==> src/rtl/vend_core_n_if.sv <==
// Signal bundle between the debounced button/coin layer and the vending core.
// The core takes the slave view; the button layer (or a bench) takes the master view.
interface vend_core_n_if #(
  parameter int N_ITEMS   = 4,
  parameter int STOCK_W   = 4,
  parameter int SELL_W    = 6,
  parameter int TOTAL_W   = 10,
  parameter int MONEY_W   = 6,
  parameter int QTY_MAX   = 3,
  parameter int TIMEOUT_S = 30
);
  localparam int IDW = (N_ITEMS > 1) ? $clog2(N_ITEMS) : 1;
  localparam int QW  = $clog2(QTY_MAX + 1);
  localparam int TW  = $clog2(TIMEOUT_S + 1);

  logic tick, mode, initialize, plus, minus, prev, next;
  logic choiceConfirm, payConfirm, back;
  logic pay1, pay2, pay5, pay10;

  logic [2:0]                 state;
  logic [IDW-1:0]             id;
  logic [QW-1:0]              qty;
  logic [MONEY_W-1:0]         moneyRequired, moneyPaid, change;
  logic [TW-1:0]              timeLeft;
  logic [N_ITEMS*STOCK_W-1:0] stock_flat;
  logic [N_ITEMS*SELL_W-1:0]  sell_flat;
  logic [TOTAL_W-1:0]         total;
  logic                       dispense;
  logic [2:0]                 msg_id;

  modport master (
    output tick, mode, initialize, plus, minus, prev, next,
           choiceConfirm, payConfirm, back, pay1, pay2, pay5, pay10,
    input  state, id, qty, moneyRequired, moneyPaid, change, timeLeft,
           stock_flat, sell_flat, total, dispense, msg_id
  );

  modport slave (
    input  tick, mode, initialize, plus, minus, prev, next,
           choiceConfirm, payConfirm, back, pay1, pay2, pay5, pay10,
    output state, id, qty, moneyRequired, moneyPaid, change, timeLeft,
           stock_flat, sell_flat, total, dispense, msg_id
  );
endinterface

==> src/rtl/vend_core_n.sv <==
// Parametrised vending-machine controller: item selection, quantity, coin
// payment with timeout, change, per-item stock/sales and an admin restock mode.
module vend_core_n #(
  parameter int                         N_ITEMS   = 4,
  parameter int                         PRICE_W   = 4,
  parameter logic [N_ITEMS*PRICE_W-1:0] PRICES    = {4'd6, 4'd5, 4'd4, 4'd3},
  parameter int                         STOCK_W   = 4,
  parameter int                         SELL_W    = 6,
  parameter int                         TOTAL_W   = 10,
  parameter int                         MONEY_W   = 6,
  parameter int                         QTY_MAX   = 3,
  parameter int                         TIMEOUT_S = 30
) (
  input logic          rawClk,
  input logic          mSwitch,
  vend_core_n_if.slave bus
);
  localparam int IDW = (N_ITEMS > 1) ? $clog2(N_ITEMS) : 1;
  localparam int QW  = $clog2(QTY_MAX + 1);
  localparam int TW  = $clog2(TIMEOUT_S + 1);

  localparam logic [2:0] MSG_SOLD_OUT = 3'd1;
  localparam logic [2:0] MSG_INSUFF   = 3'd2;
  localparam logic [2:0] MSG_TIMEOUT  = 3'd3;
  localparam logic [2:0] MSG_REJECT   = 3'd4;
  localparam logic [2:0] MSG_SUCCESS  = 3'd5;
  localparam logic [2:0] MSG_LIMIT    = 3'd6;

  typedef enum logic [2:0] {
    ST_OFF = 3'd0, ST_SELECT = 3'd1, ST_QTY = 3'd2,
    ST_PAY = 3'd3, ST_CHANGE = 3'd4, ST_ADMIN = 3'd5
  } state_t;

  state_t               state_r, state_nx;
  logic [IDW-1:0]       id_r, id_nx;
  logic [QW-1:0]        qty_r, qty_nx;
  logic [MONEY_W-1:0]   req_r, req_nx, paid_r, paid_nx, change_r, change_nx;
  logic [TW-1:0]        tl_r, tl_nx;
  logic [STOCK_W-1:0]   stock_r [N_ITEMS];
  logic [STOCK_W-1:0]   stock_nx [N_ITEMS];
  logic [SELL_W-1:0]    sell_r [N_ITEMS];
  logic [SELL_W-1:0]    sell_nx [N_ITEMS];
  logic [TOTAL_W-1:0]   total_r, total_nx;
  logic                 dispense_r, dispense_nx;
  logic [2:0]           msg_r, msg_nx;

  logic [IDW-1:0]       id_inc_s, id_dec_s;
  logic [STOCK_W-1:0]   stock_cur_s, stock_left_s;
  logic [PRICE_W-1:0]   price_s;
  logic [PRICE_W+QW-1:0] prod_s;
  logic [4:0]           coin_s;
  logic [MONEY_W:0]     coin_sum_s;
  logic [SELL_W:0]      sell_sum_s;
  logic [TOTAL_W:0]     total_sum_s;
  int                   qty_cap_s;

  function automatic logic [PRICE_W-1:0] price_of(input logic [IDW-1:0] idx);
    return PRICES[int'(idx)*PRICE_W +: PRICE_W];
  endfunction

  // Shared arithmetic: id wrap, price product, coin choice and saturating sums.
  always_comb begin
    id_inc_s    = (id_r == IDW'(N_ITEMS - 1)) ? IDW'(0) : id_r + IDW'(1);
    id_dec_s    = (id_r == IDW'(0)) ? IDW'(N_ITEMS - 1) : id_r - IDW'(1);
    stock_cur_s = stock_r[id_r];
    qty_cap_s   = (int'(stock_cur_s) < QTY_MAX) ? int'(stock_cur_s) : QTY_MAX;
    price_s     = price_of(id_r);
    prod_s      = {{QW{1'b0}}, price_s} * {{PRICE_W{1'b0}}, qty_r};
    if (int'(stock_cur_s) >= int'(qty_r)) stock_left_s = stock_cur_s - STOCK_W'(qty_r);
    else                                  stock_left_s = {STOCK_W{1'b0}};
    // one coin per cycle, largest denomination wins
    if (bus.pay10)     coin_s = 5'd10;
    else if (bus.pay5) coin_s = 5'd5;
    else if (bus.pay2) coin_s = 5'd2;
    else if (bus.pay1) coin_s = 5'd1;
    else               coin_s = 5'd0;
    coin_sum_s  = {1'b0, paid_r} + (MONEY_W+1)'(coin_s);
    sell_sum_s  = {1'b0, sell_r[id_r]} + (SELL_W+1)'(qty_r);
    total_sum_s = {1'b0, total_r} + (TOTAL_W+1)'(req_r);
  end

  // Next-state and next-register values; every register holds by default.
  always_comb begin
    state_nx    = state_r;
    id_nx       = id_r;
    qty_nx      = qty_r;
    req_nx      = req_r;
    paid_nx     = paid_r;
    change_nx   = change_r;
    tl_nx       = tl_r;
    stock_nx    = stock_r;
    sell_nx     = sell_r;
    total_nx    = total_r;
    dispense_nx = 1'b0;
    msg_nx      = msg_r;
    case (state_r)
      ST_OFF: state_nx = ST_SELECT;
      ST_SELECT: begin
        if (bus.mode)      state_nx = ST_ADMIN;
        else if (bus.next) id_nx = id_inc_s;
        else if (bus.prev) id_nx = id_dec_s;
        else if (bus.choiceConfirm) begin
          if (stock_cur_s == {STOCK_W{1'b0}}) begin
            msg_nx = MSG_SOLD_OUT;
          end else begin
            qty_nx   = QW'(1);
            state_nx = ST_QTY;
          end
        end else begin
          state_nx = ST_SELECT;
        end
      end
      ST_QTY: begin
        if (bus.back) begin
          state_nx = ST_SELECT;
        end else if (bus.choiceConfirm) begin
          req_nx    = MONEY_W'(prod_s);
          paid_nx   = {MONEY_W{1'b0}};
          change_nx = {MONEY_W{1'b0}};
          tl_nx     = TW'(TIMEOUT_S);
          state_nx  = ST_PAY;
        end else if (bus.plus) begin
          if (int'(qty_r) < qty_cap_s) qty_nx = qty_r + QW'(1);
          else                         msg_nx = MSG_LIMIT;
        end else if (bus.minus) begin
          if (qty_r > QW'(1)) qty_nx = qty_r - QW'(1);
          else                qty_nx = qty_r;
        end else begin
          state_nx = ST_QTY;
        end
      end
      ST_PAY: begin
        if (bus.back) begin
          change_nx = paid_r;
          paid_nx   = {MONEY_W{1'b0}};
          tl_nx     = TW'(0);
          state_nx  = ST_SELECT;
        end else if (bus.payConfirm) begin
          if (paid_r >= req_r) begin
            // sale completes on entry to CHANGE so all results appear together
            change_nx       = paid_r - req_r;
            dispense_nx     = 1'b1;
            msg_nx          = MSG_SUCCESS;
            stock_nx[id_r]  = stock_left_s;
            sell_nx[id_r]   = sell_sum_s[SELL_W] ? {SELL_W{1'b1}} : sell_sum_s[SELL_W-1:0];
            total_nx        = total_sum_s[TOTAL_W] ? {TOTAL_W{1'b1}} : total_sum_s[TOTAL_W-1:0];
            tl_nx           = TW'(0);
            state_nx        = ST_CHANGE;
          end else begin
            msg_nx = MSG_INSUFF;
          end
        end else if (bus.tick && tl_r == TW'(1)) begin
          change_nx = paid_r;
          paid_nx   = {MONEY_W{1'b0}};
          tl_nx     = TW'(0);
          msg_nx    = MSG_TIMEOUT;
          state_nx  = ST_SELECT;
        end else begin
          if (bus.tick && tl_r != TW'(0)) tl_nx = tl_r - TW'(1);
          else                            tl_nx = tl_r;
          if (coin_s != 5'd0) begin
            if (coin_sum_s[MONEY_W]) msg_nx = MSG_REJECT;
            else                     paid_nx = coin_sum_s[MONEY_W-1:0];
          end else begin
            paid_nx = paid_r;
          end
        end
      end
      ST_CHANGE: begin
        paid_nx  = {MONEY_W{1'b0}};
        state_nx = ST_SELECT;
      end
      ST_ADMIN: begin
        if (!bus.mode) begin
          state_nx = ST_SELECT;
        end else if (bus.initialize) begin
          for (int i = 0; i < N_ITEMS; i++) stock_nx[i] = {STOCK_W{1'b0}};
        end else if (bus.next) begin
          id_nx = id_inc_s;
        end else if (bus.prev) begin
          id_nx = id_dec_s;
        end else if (bus.plus) begin
          if (stock_cur_s == {STOCK_W{1'b1}}) msg_nx = MSG_LIMIT;
          else                                stock_nx[id_r] = stock_cur_s + STOCK_W'(1);
        end else if (bus.minus) begin
          if (stock_cur_s == {STOCK_W{1'b0}}) msg_nx = MSG_LIMIT;
          else                                stock_nx[id_r] = stock_cur_s - STOCK_W'(1);
        end else begin
          state_nx = ST_ADMIN;
        end
      end
      default: state_nx = ST_OFF;
    endcase
  end

  // State register; mSwitch holds the machine off.
  always_ff @(posedge rawClk) begin
    if (mSwitch) state_r <= ST_OFF;
    else         state_r <= state_nx;
  end

  // Datapath registers: selection, money, timer, counters and messages.
  always_ff @(posedge rawClk) begin
    if (mSwitch) begin
      id_r       <= '0;
      qty_r      <= '0;
      req_r      <= '0;
      paid_r     <= '0;
      change_r   <= '0;
      tl_r       <= '0;
      total_r    <= '0;
      dispense_r <= 1'b0;
      msg_r      <= 3'd0;
      for (int i = 0; i < N_ITEMS; i++) begin
        stock_r[i] <= '0;
        sell_r[i]  <= '0;
      end
    end else begin
      id_r       <= id_nx;
      qty_r      <= qty_nx;
      req_r      <= req_nx;
      paid_r     <= paid_nx;
      change_r   <= change_nx;
      tl_r       <= tl_nx;
      total_r    <= total_nx;
      dispense_r <= dispense_nx;
      msg_r      <= msg_nx;
      stock_r    <= stock_nx;
      sell_r     <= sell_nx;
    end
  end

  // Flatten the per-item counters onto the output buses.
  always_comb begin
    bus.stock_flat = '0;
    bus.sell_flat  = '0;
    for (int i = 0; i < N_ITEMS; i++) begin
      bus.stock_flat[i*STOCK_W +: STOCK_W] = stock_r[i];
      bus.sell_flat[i*SELL_W +: SELL_W]    = sell_r[i];
    end
  end

  assign bus.state         = state_r;
  assign bus.id            = id_r;
  assign bus.qty           = qty_r;
  assign bus.moneyRequired = req_r;
  assign bus.moneyPaid     = paid_r;
  assign bus.change        = change_r;
  assign bus.timeLeft      = tl_r;
  assign bus.total         = total_r;
  assign bus.dispense      = dispense_r;
  assign bus.msg_id        = msg_r;
endmodule
==> src/flat_wrapper.sv <==
// flat-port wrapper written by rule: the top's interface ports become plain ports
module vend_core_n_flat 
#(
  parameter int                         N_ITEMS   = 4,
  parameter int                         PRICE_W   = 4,
  parameter logic [N_ITEMS*PRICE_W-1:0] PRICES    = {4'd6, 4'd5, 4'd4, 4'd3},
  parameter int                         STOCK_W   = 4,
  parameter int                         SELL_W    = 6,
  parameter int                         TOTAL_W   = 10,
  parameter int                         MONEY_W   = 6,
  parameter int                         QTY_MAX   = 3,
  parameter int                         TIMEOUT_S = 30
)
  (rawClk, mSwitch, bus_tick, bus_mode, bus_initialize, bus_plus, bus_minus, bus_prev, bus_next, bus_choiceConfirm, bus_payConfirm, bus_back, bus_pay1, bus_pay2, bus_pay5, bus_pay10, bus_state, bus_id, bus_qty, bus_moneyRequired, bus_moneyPaid, bus_change, bus_timeLeft, bus_stock_flat, bus_sell_flat, bus_total, bus_dispense, bus_msg_id);
  vend_core_n_if #(.N_ITEMS(N_ITEMS), .STOCK_W(STOCK_W), .SELL_W(SELL_W), .TOTAL_W(TOTAL_W), .MONEY_W(MONEY_W), .QTY_MAX(QTY_MAX), .TIMEOUT_S(TIMEOUT_S)) bus_i ();
  input logic rawClk;
  input logic mSwitch;
  input wire logic [$bits(bus_i.tick)-1:0] bus_tick;
  input wire logic [$bits(bus_i.mode)-1:0] bus_mode;
  input wire logic [$bits(bus_i.initialize)-1:0] bus_initialize;
  input wire logic [$bits(bus_i.plus)-1:0] bus_plus;
  input wire logic [$bits(bus_i.minus)-1:0] bus_minus;
  input wire logic [$bits(bus_i.prev)-1:0] bus_prev;
  input wire logic [$bits(bus_i.next)-1:0] bus_next;
  input wire logic [$bits(bus_i.choiceConfirm)-1:0] bus_choiceConfirm;
  input wire logic [$bits(bus_i.payConfirm)-1:0] bus_payConfirm;
  input wire logic [$bits(bus_i.back)-1:0] bus_back;
  input wire logic [$bits(bus_i.pay1)-1:0] bus_pay1;
  input wire logic [$bits(bus_i.pay2)-1:0] bus_pay2;
  input wire logic [$bits(bus_i.pay5)-1:0] bus_pay5;
  input wire logic [$bits(bus_i.pay10)-1:0] bus_pay10;
  output wire logic [$bits(bus_i.state)-1:0] bus_state;
  output wire logic [$bits(bus_i.id)-1:0] bus_id;
  output wire logic [$bits(bus_i.qty)-1:0] bus_qty;
  output wire logic [$bits(bus_i.moneyRequired)-1:0] bus_moneyRequired;
  output wire logic [$bits(bus_i.moneyPaid)-1:0] bus_moneyPaid;
  output wire logic [$bits(bus_i.change)-1:0] bus_change;
  output wire logic [$bits(bus_i.timeLeft)-1:0] bus_timeLeft;
  output wire logic [$bits(bus_i.stock_flat)-1:0] bus_stock_flat;
  output wire logic [$bits(bus_i.sell_flat)-1:0] bus_sell_flat;
  output wire logic [$bits(bus_i.total)-1:0] bus_total;
  output wire logic [$bits(bus_i.dispense)-1:0] bus_dispense;
  output wire logic [$bits(bus_i.msg_id)-1:0] bus_msg_id;
  assign bus_i.tick = bus_tick;
  assign bus_i.mode = bus_mode;
  assign bus_i.initialize = bus_initialize;
  assign bus_i.plus = bus_plus;
  assign bus_i.minus = bus_minus;
  assign bus_i.prev = bus_prev;
  assign bus_i.next = bus_next;
  assign bus_i.choiceConfirm = bus_choiceConfirm;
  assign bus_i.payConfirm = bus_payConfirm;
  assign bus_i.back = bus_back;
  assign bus_i.pay1 = bus_pay1;
  assign bus_i.pay2 = bus_pay2;
  assign bus_i.pay5 = bus_pay5;
  assign bus_i.pay10 = bus_pay10;
  assign bus_state = bus_i.state;
  assign bus_id = bus_i.id;
  assign bus_qty = bus_i.qty;
  assign bus_moneyRequired = bus_i.moneyRequired;
  assign bus_moneyPaid = bus_i.moneyPaid;
  assign bus_change = bus_i.change;
  assign bus_timeLeft = bus_i.timeLeft;
  assign bus_stock_flat = bus_i.stock_flat;
  assign bus_sell_flat = bus_i.sell_flat;
  assign bus_total = bus_i.total;
  assign bus_dispense = bus_i.dispense;
  assign bus_msg_id = bus_i.msg_id;
  vend_core_n #(.N_ITEMS(N_ITEMS), .PRICE_W(PRICE_W), .PRICES(PRICES), .STOCK_W(STOCK_W), .SELL_W(SELL_W), .TOTAL_W(TOTAL_W), .MONEY_W(MONEY_W), .QTY_MAX(QTY_MAX), .TIMEOUT_S(TIMEOUT_S)) u_core (.rawClk(rawClk), .mSwitch(mSwitch), .bus(bus_i));
endmodule
==> config.mk <==
export PLATFORM = sky130hd
export DESIGN_NAME = vend_core_n_flat
export DESIGN_NICKNAME = d
export VERILOG_FILES = /design/src/rtl/vend_core_n_if.sv /design/src/rtl/vend_core_n.sv /design/src/flat_wrapper.sv
export SDC_FILE = /design/constraint.sdc
export NUM_CORES = 1
export LEC_CHECK = 0
export CORE_ASPECT_RATIO = 0.75
export CORE_MARGIN = 10
export CORE_UTILIZATION = 45
export DETAILED_ROUTE_END_ITERATION = 10
export PLACE_DENSITY = 0.7
export SYNTH_ARGS = -nofsm -noshare
export SYNTH_HDL_FRONTEND = slang
export SYNTH_SLANG_ARGS = --single-unit
==> constraint.sdc <==
create_clock -name rawClk -period 8.78 [get_ports rawClk]
set_input_delay 1.756 -clock rawClk [delete_from_list [all_inputs] [get_ports rawClk]]
set_output_delay 1.756 -clock rawClk [all_outputs]
set_load 0.01 [all_outputs]
==> impl_metrics.yaml, run 1 <==
floorplan:
  num_io_pins: 100
  core_mm2: 0.0116
  die_y_um: 115
  start_util_pct: 46.2
  row_count: 34
  die_x_um: 146
  dieArea_mm2: 0.0167
power_and_ir_drop:
  p_per_area_mw_per_mm2: 133
  swShare_pct: 27.6
  pwr-share-clk_pct: 40.2
  pwr-share-comb_pct: 15.1
  leakagePower_nw: 2.40
  pwr-share-seq_pct: 44.7
  p_sw_uw: 246
  vdd_drop_max_v: 0.0000720
  p_int_uw: 646
clocking:
  holdBufCountCts: 0
  post_cts_buffers: 0
  ctsResizeCount: 0
  clock_latency_ns: 0.34
  cts_made_buffers: 9
  cts_tree: "yes"
  clock_sinks: 83
  h-tree-depth: 3
  clk_pin_slew_ns: 0.06
  clockBufferDepth: 2
  root_buffer: "clkbuf_16"
synth:
  synthXorXnorAreaFrac_pct: 2.78
  synth_cell_types: 62
  ys_seq_area_share_pct: 31.0
  synth_compound_area_share_pct: 19.3
  synthAdderAreaFrac_pct: 9.24
  synth.top_cells.by_count: "dfxtp_1 (83), nor2_1 (79), a21oi_1 (58)"
  yosys.area_share.simple_pct: 24.1
  synth_edf_count: 0
  synthMuxAreaShare_pct: 7.96
  ys_warn_count: 0
  synth_cells: 661
  synth_top_family_by_area: "simple AND/OR/NAND/NOR gates"
  synth-seq-cells: 83
  synth.most_common_cell: "dfxtp_1"
  syn_avg_cell_area_um2: 8.11
  synth.area.top_cells: "dfxtp_1 (31%), ha_1 (7.0%), nor2_1 (5.5%), a21oi_1 (5.4%), mux4_2 (4.2%)"
  synth_area_mm2: 0.00536
  syn_nets: 713
  synth_top_cell_area_share_pct: 31.0
  ys.flop_type: "dfxtp_1"
  yosysTopAreaCell: "dfxtp_1"
  async_flop_share_pct: 0
setup_path:
  critPathTopFamily: "simple AND/OR/NAND/NOR gates"
  crit_path_cell_trace: "clkdlybuf4s50_1 -> nand2b_1 -> a21oi_1 -> ha_1 -> inv_1 -> fa_1 -> nor2b_1 -> o21ai_0 -> a211oi_1 -> or4_1 -> nand4b_1 -> or4_1 -> a21oi_1"
  criticalPathCategory: "in2reg"
  critPathSlowestCell: "or4_1"
  cp.required_ns: 9.04
  crit_arrival_ns: 4.83
  crit_path_end_kind: "flip-flop"
  start_kind: "input port"
  critPathBufInv: 2
  critPathMaxFanout: 4
  critical_path.max_stage_delay_ns: 0.53
grt:
  grt_max_degree: 89
  grt_first_pass_wirelength_um: 26200
  grt-ovfl-total: 0
  grt.total_usage_pct: 18.7
  antenna_found_initial: 0
  grt_pass1_vias: 5025
worst_hold_path:
  hp-class: "reg2reg"
drt:
  drtIter0Drc: 540
  drt-pass1-iter-count: 5
  viasPerCell: 5.83
  drt_wl_total_um: 16100
  wl_per_cell_um: 17.8
  vias: 5273
  drc: 0
  drtAntennaViolNets: 0
timing:
  rsz0062_at_grt: "false"
  min_period_ns: 4.57
  clock-skew-final_ns: 0.00950
  period_share_pct: 52.1
  worst_pin_slew_ns: 1.16
  max_freq_mhz: 219
  setup_viol: 0
  hold_viol: 0
  maxSlewViolCount: 0
  fin_tns_setup_ns: 0
  slew-limit-headroom_pct: 22.0
layout:
  insertedDiodeCount: 0
  drive_gt1_share_pct: 5.26
  fin_nets: 790
  fin_area_mm2: 0.00669
  area_growth_pct: 24.8
placed_design:
  dp_hpwl_um: 11800
  place.gp.congestion: 0.910
  place_area_mm2: 0.00641
  port_buffers: 98
status:
  status: "complete, no violations"
job:
  maxCapViolCount: 0
-- area by class of cell --
| type | count | area [um2] |
|---|---|---|
| Sequential cell | 83 | 1660 |
| Clock inverter | 3 | 23.8 |
| Fill cell | 1060 | 4920 |
| Clock buffer | 12 | 256 |
| Inverter | 38 | 143 |
| Multi-Input combinational cell | 505 | 3410 |
| Tap cell | 162 | 203 |
| Timing Repair Buffer | 101 | 998 |
-- routing by layer --
metal / vias up / share of wire, % / global-route usage [%]
met1: 2499 / 48 / 26.8
met2: 228 / 42 / 26.9
met4: 0 / 0.98 / 4.46
met3: 17 / 8.4 / 5.41
met5: - / 0 / 0
li1: 2529 / - / -
-- power by group through the flow --
stage / Combinational (mW) / Sequential [mW] / Clock (mW)
after floorplan: 0.0927 / 0.400 / 0
after global placement: 0.130 / 0.406 / 0
after detailed placement: 0.132 / 0.406 / 0
after CTS: 0.133 / 0.398 / 0.364
after global routing: 0.146 / 0.400 / 0.384
final: 0.135 / 0.398 / 0.359
-- per-stage QoR --
stage	total power [mW]	cells	worst slack [ns]	utilization (%)	hold WS [ns]
global placement	0.536	889	4.08	55.2	0.462
detailed placement	0.538	889	3.92	55.2	0.470
CTS	0.896	904	4.28	57.6	0.482
finish	0.892	904	4.21	57.6	0.477
floorplan	0.493	661	4.78	-	0.476
global route	0.930	904	4.03	57.6	0.503
-- path summary, 6_finish.rpt --
path                                      startpoint              endpoint  slack [ns]  depth (start not counted)
worst max-delay path                        bus_pay2  u_core.bus.msg_id[0]        4.21                         13
worst max register to register      u_core.bus.id[1]  u_core.bus.msg_id[0]        4.99                         10
worst min-delay path            u_core.bus.change[0]  u_core.bus.change[0]        0.48                          2
worst min register to register  u_core.bus.change[0]  u_core.bus.change[0]        0.48                          2
-- registers in the layout (all words and copies together), names as in the netlist --
register / flops
u_core.bus.state: 3
u_core.bus.moneyPaid: 6
u_core.bus.msg_id: 3
u_core.bus.qty: 2
u_core.bus.stock_flat: 16
u_core.bus.sell_flat: 24
u_core.bus.timeLeft: 5
u_core.bus.moneyRequired: 5
u_core.bus.change: 6
u_core.bus.total: 10
u_core.bus.id: 2
u_core.bus.dispense: 1
-- cell usage in the layout (no fill, tap or decap), types with 9 or more instances in the layout --
master and count:
a211oi_1 19, ha_1 30, xnor2_1 10, nor2b_1 14, a21oi_1 58, clkbuf_16 9, nand2b_1 28, o21ai_0 18
nor2_1 79, o32ai_1 13, mux4_2 10, inv_1 38, nor3_1 29, dfxtp_1 83, clkdlybuf4s50_1 97, a21o_1 11
nand3_1 15, mux2i_1 19, nand2_1 54
-- worst reg2reg max path, stage by stage (launching register included) --
cell	delay (ns)
dfxtp_1	0.93
inv_1	0.34
mux4_2	0.46
nor2b_1	0.18
and2_1	0.17
ha_1	0.33
a211oi_1	0.09
nor3_1	0.24
nand4b_1	0.25
or4_1	0.53
a21oi_1	0.18
-- cell families (layout without fill, tap and decap cells) --
kind of cell / count (synthesis) / count (layout)
simple gates: 263 / 263
compound gates: 158 / 158
flops: 83 / 83
buf+inv: 73 / 154
fa+ha+maj: 36 / 36
mux: 30 / 30
xor+xnor: 17 / 17
other cells: 1 / 1
Note: power is estimated with default switching activity, not from simulation.
==> inputs of run 2 (changes only) <==
- clock period: 8.78 -> 4.5 ns (I/O delays scaled with it)
==> run 2 against run 1 <==
Critical path type unchanged. Utilization hardly changed. Clock-buffer cell count is 1 lower. Highest routed layer unchanged. Clock power is 86% higher.
==> impl_metrics.yaml, run 2 (synthesis results as in run 1) <==
status:
  status: "complete, no violations"
power_and_ir_drop:
  p_int_mw: 1.23
  vdd_drop_max_v: 0.000161
  pwr-share-clk_pct: 39.0
  swShare_pct: 27.9
  p_per_area_mw_per_mm2: 255
  pwr-share-seq_pct: 45.5
  leakagePower_nw: 2.41
  p_sw_uw: 475
  pwr-share-comb_pct: 15.4
timing:
  clock-skew-final_ns: 0.00820
  setup_viol: 0
  worst_pin_slew_ns: 1.13
  fin_tns_setup_ns: 0
  period_share_pct: 82.5
  max_freq_mhz: 269
  hold_viol: 0
  maxSlewViolCount: 0
  min_period_ns: 3.71
  rsz0062_at_grt: "false"
  slew-limit-headroom_pct: 24.4
grt:
  grt_first_pass_wirelength_um: 26800
  busiest_layer: "met2"
  grt.total_usage_pct: 19.2
  grt-ovfl-total: 0
  met1_usage_pct: 27.3
  antenna_found_initial: 0
  grt_use_met3_pct: 5.09
  grt_max_degree: 57
  grt_pass1_vias: 5092
  grtUsageMet2_pct: 28.1
floorplan:
  row_count: 34
  die_x_um: 146
  core_mm2: 0.0116
  dieArea_mm2: 0.0167
  start_util_pct: 46.2
  num_io_pins: 100
  die_y_um: 115
clocking:
  holdBufCountCts: 0
  cts_tree: "yes"
  post_cts_buffers: 0
  clock_sinks: 83
  h-tree-depth: 3
  clk_pin_slew_ns: 0.06
  cts_made_buffers: 9
  clock_latency_ns: 0.33
  root_buffer: "clkbuf_16"
  ctsResizeCount: 0
  clockBufferDepth: 2
placed_design:
  place.gp.congestion: 0.916
  dp_hpwl_um: 12000
  port_buffers: 98
  placed_cells: 892
drt:
  drtIter0Drc: 558
  viasPerCell: 5.74
  vias: 5206
  drc: 0
  drt-pass1-iter-count: 5
  drtAntennaViolNets: 0
  drt_wl_total_um: 16100
  wl_per_cell_um: 17.8
layout:
  layout_commonest_cell: "clkdlybuf4s50_1"
  layout_common_cells: "clkdlybuf4s50_1 (97), dfxtp_1 (83), nor2_1 (79)"
  fin_util_pct: 57.6
  insertedDiodeCount: 0
  area_growth_pct: 24.9
  fin_nets: 793
  drive_gt1_share_pct: 5.50
  final-seq-area_mm2: 0.00166
  largest_register_ffs: 24
  layout.cells.non_filler: 907
  multi_input_area_mm2: 0.00341
  n_fill_cell: 1092
setup_path:
  cp.required_ns: 4.75
  start_kind: "input port"
  critPathMaxFanout: 4
  crit_path_end_kind: "flip-flop"
  crit_arrival_ns: 3.96
  criticalPathCategory: "in2reg"
job:
  maxCapViolCount: 0
worst_hold_path:
  hp-class: "reg2reg"
-- run 2: cell types whose count changed in the layout (fill, tap and decap cells not counted) --
cell,previous run,this run
clkbuf_1,1,2
buf_4,3,6
clkinv_2,0,1
clkbuf_8,2,0
-- run 2: worst paths after layout --
path | slack, ns | startpoint | cells past startpoint | to
setup / recovery | 0.79 | bus_pay2 | 13 | u_core.bus.msg_id[0]
hold / removal | 0.47 | u_core.bus.change[0] | 2 | u_core.bus.change[0]
setup reg to reg | 1.11 | u_core.bus.moneyRequired[0] | 10 | u_core.bus.change[5]
hold reg to reg | 0.47 | u_core.bus.change[0] | 2 | u_core.bus.change[0]
-- run 2: final cells by class --
| cell class | count | area share [%] |
|---|---|---|
| clock buffers | 11 | 3.48 |
| flip-flops and latches | 83 | 24.8 |
| well taps | 162 | 3.03 |
| repair buffers | 104 | 15.2 |
| clock inverters | 4 | 0.430 |
| inverters | 38 | 2.13 |
| multi-input cells | 505 | 50.9 |
-- run 2: metrics by stage --
| step | total power [mW] | hold slack (ns) | instance area, um2 | worst slack (ns) |
|---|---|---|---|---|
| 2_1_floorplan | 0.962 | 0.476 | 5360 | 1.35 |
| 3_3_place_gp | 1.05 | 0.463 | 6430 | 0.654 |
| 3_5_place_dp | 1.05 | 0.467 | 6430 | 0.493 |
| 4_1_cts | 1.72 | 0.479 | 6700 | 0.848 |
| 5_1_grt | 1.78 | 0.495 | 6700 | 0.554 |
| 6_report | 1.71 | 0.473 | 6700 | 0.789 |
-- run 2: power groups by stage --
stage               Sequential, mW  Clock (mW)  Combinational (mW)
floorplan                    0.781           0               0.181
global placement             0.793           0               0.256
detailed placement           0.793           0               0.259
CTS                          0.777       0.679               0.260
global route                 0.781       0.709               0.289
finish                       0.777       0.666               0.263
-- run 2: critical path, cell delays in order --
cell and delay (ns):
clkdlybuf4s50_1 0.43, nand2b_1 0.15, a21oi_1 0.16, ha_1 0.18, inv_1 0.06, fa_1 0.37, nor2b_1 0.16, o21ai_0 0.13
a211oi_1 0.34, or4_1 0.17, nand4b_1 0.20, or4_1 0.53, a21oi_1 0.17
-- run 2: layer usage --
layer	up-vias	part of all wire (%)
li1	2535	-
met1	2452	49
met2	205	42
met3	14	7.8
met4	0	0.84
met5	-	0
==> inputs of run 3 (changes only) <==
- PLACE_DENSITY: 0.7 -> 0.73
- clock period: 4.5 -> 3.2 ns (I/O delays scaled with it)
==> run 3 against run 2 <==
Routed wire length rose by 2.7%. Sequential power grew 39%. Sequential share of layout area shrank 1.0 points. Hold slack improved by 0.0047 ns. Register-to-register slack lost 0.99 ns. Die area stayed put. Combinational power increased by 60%. Cell count increased by 3.2%. Non-clock buffer count is 30 higher. Setup slack lost 0.68 ns.
==> impl_metrics.yaml, run 3 (synthesis results as in run 1) <==
status:
  status: "complete, no violations"
timing:
  worst_pin_slew_ns: 0.690
  period_share_pct: 96.6
  maxSlewViolCount: 0
  hold_viol: 0
  rsz0062_at_grt: "true"
  clock-skew-final_ns: 0.00998
  slew-limit-headroom_pct: 54.0
  min_period_ns: 3.09
  max_freq_mhz: 324
  hold_ws_ns: 0.477
  fin_ws_ns: 0.109
  setup_viol: 0
  fin_tns_setup_ns: 0
clocking:
  root_buffer: "clkbuf_16"
  clk_pin_slew_ns: 0.06
  h-tree-depth: 3
  clock_sinks: 83
  cts_made_buffers: 9
  clockBufferDepth: 2
  post_cts_buffers: 0
  cts_tree: "yes"
  clock_latency_ns: 0.34
setup_path:
  start_kind: "input port"
  crit_path_end_kind: "flip-flop"
  critPathMaxFanout: 2
  crit_arrival_ns: 3.36
  cp.required_ns: 3.47
  criticalPathCategory: "in2reg"
power_and_ir_drop:
  swShare_pct: 26.5
  vdd_drop_max_v: 0.000249
  pwr-share-comb_pct: 16.2
  pwr-share-clk_pct: 42.0
  p_per_area_mw_per_mm2: 372
  p_int_mw: 1.91
  pwr-share-seq_pct: 41.7
  p_sw_uw: 688
  leakagePower_nw: 2.58
  total_power_mw: 2.60
drt:
  drc: 0
  viasPerCell: 5.79
  drt_wl_total_um: 16600
  drtAntennaViolNets: 0
  wl_per_cell_um: 17.7
  drtIter0Drc: 553
  drt-pass1-iter-count: 5
  vias: 5416
layout:
  area_growth_pct: 30.5
  insertedDiodeCount: 0
  drive_gt1_share_pct: 10.1
  layout_commonest_cell: "clkdlybuf4s50_1"
  layout_common_cells: "clkdlybuf4s50_1 (97), dfxtp_1 (82), nor2_1 (79)"
  largest_register_ffs: 24
  fin_nets: 823
grt:
  grt_max_degree: 41
  grt.total_usage_pct: 18.8
  grt_pass1_vias: 5070
  grt_use_met3_pct: 4.74
  met1_usage_pct: 26.3
  grt_first_pass_wirelength_um: 26100
  grt-ovfl-total: 0
  grtUsageMet2_pct: 28.1
  antenna_found_initial: 0
  busiest_layer: "met2"
floorplan:
  row_count: 34
  die_x_um: 146
  num_io_pins: 100
  core_mm2: 0.0116
  die_y_um: 115
  dieArea_mm2: 0.0167
  start_util_pct: 46.2
job:
  maxCapViolCount: 0
placed_design:
  dpl_worst_slack_ns: -0.369
  place.gp.congestion: 0.952
  port_buffers: 98
  dp_hpwl_um: 12400
worst_hold_path:
  hp-class: "reg2reg"
[run 3: cell count changes in the layout (fill, tap and decap cells not counted), sizes merged]
cell    previous run  this run
buf                7        37
bufinv             0         2
clkbuf            11         9
clkinv             2         1
[run 3: what timing repair did]
action                     CTS  global route
hold buffers                 0             0
setup endpoints to repair    1            22
pin swaps                    0             1
resized for setup            1             6
[run 3: metal layers]
layer	wire, um	vias to the layer above
li1	-	2598
met1	7800	2546
met2	7230	256
met3	1410	16
met4	111	0
met5	0	-
[run 3: final timing paths]
check / from / slack [ns] / cells after the start / endpoint
worst max-delay path: bus_pay2 / 0.11 / 13 / u_core.bus.msg_id[0]
worst min-delay path: u_core.bus.sell_flat[11] / 0.48 / 2 / u_core.bus.sell_flat[11]
worst max register to register: u_core.bus.id[1] / 0.12 / 11 / u_core.bus.msg_id[0]
worst min register to register: u_core.bus.sell_flat[11] / 0.48 / 2 / u_core.bus.sell_flat[11]
[run 3: metrics by stage]
stage	cell area, um2	utilization [%]	std cells
after floorplan	5360	-	661
after global placement	6670	57.4	922
after detailed placement	6670	57.4	922
after CTS	6980	60.1	936
after global routing	7000	60.2	936
final	7000	60.2	936
[run 3: power by group through the flow]
stage / combinational, mW / clock [mW] / sequential [mW]
2_1_floorplan: 0.254 / 0 / 1.10
3_3_place_gp: 0.402 / 0 / 1.11
3_5_place_dp: 0.411 / 0 / 1.11
4_1_cts: 0.415 / 1.11 / 1.08
5_1_grt: 0.456 / 1.15 / 1.09
6_report: 0.422 / 1.09 / 1.08
[run 3: area by class of cell]
class	count	area [um2]
Sequential cell	83	1660
Tap cell	162	203
Inverter	38	143
Multi-Input combinational cell	505	3420
Fill cell	1016	4620
Timing Repair Buffer	134	1260
Clock inverter	5	80.1
Clock buffer	9	225
[run 3: critical path, cell delays in order]
cell and delay (ns):
clkdlybuf4s50_1 0.42, nand2b_1 0.15, a21oi_1 0.17, ha_1 0.19, inv_1 0.05, fa_1 0.40
nor2b_2 0.14, o21ai_1 0.10, a211oi_2 0.23, or4_1 0.14, nand4b_1 0.10, or4_1 0.48
a21oi_1 0.15
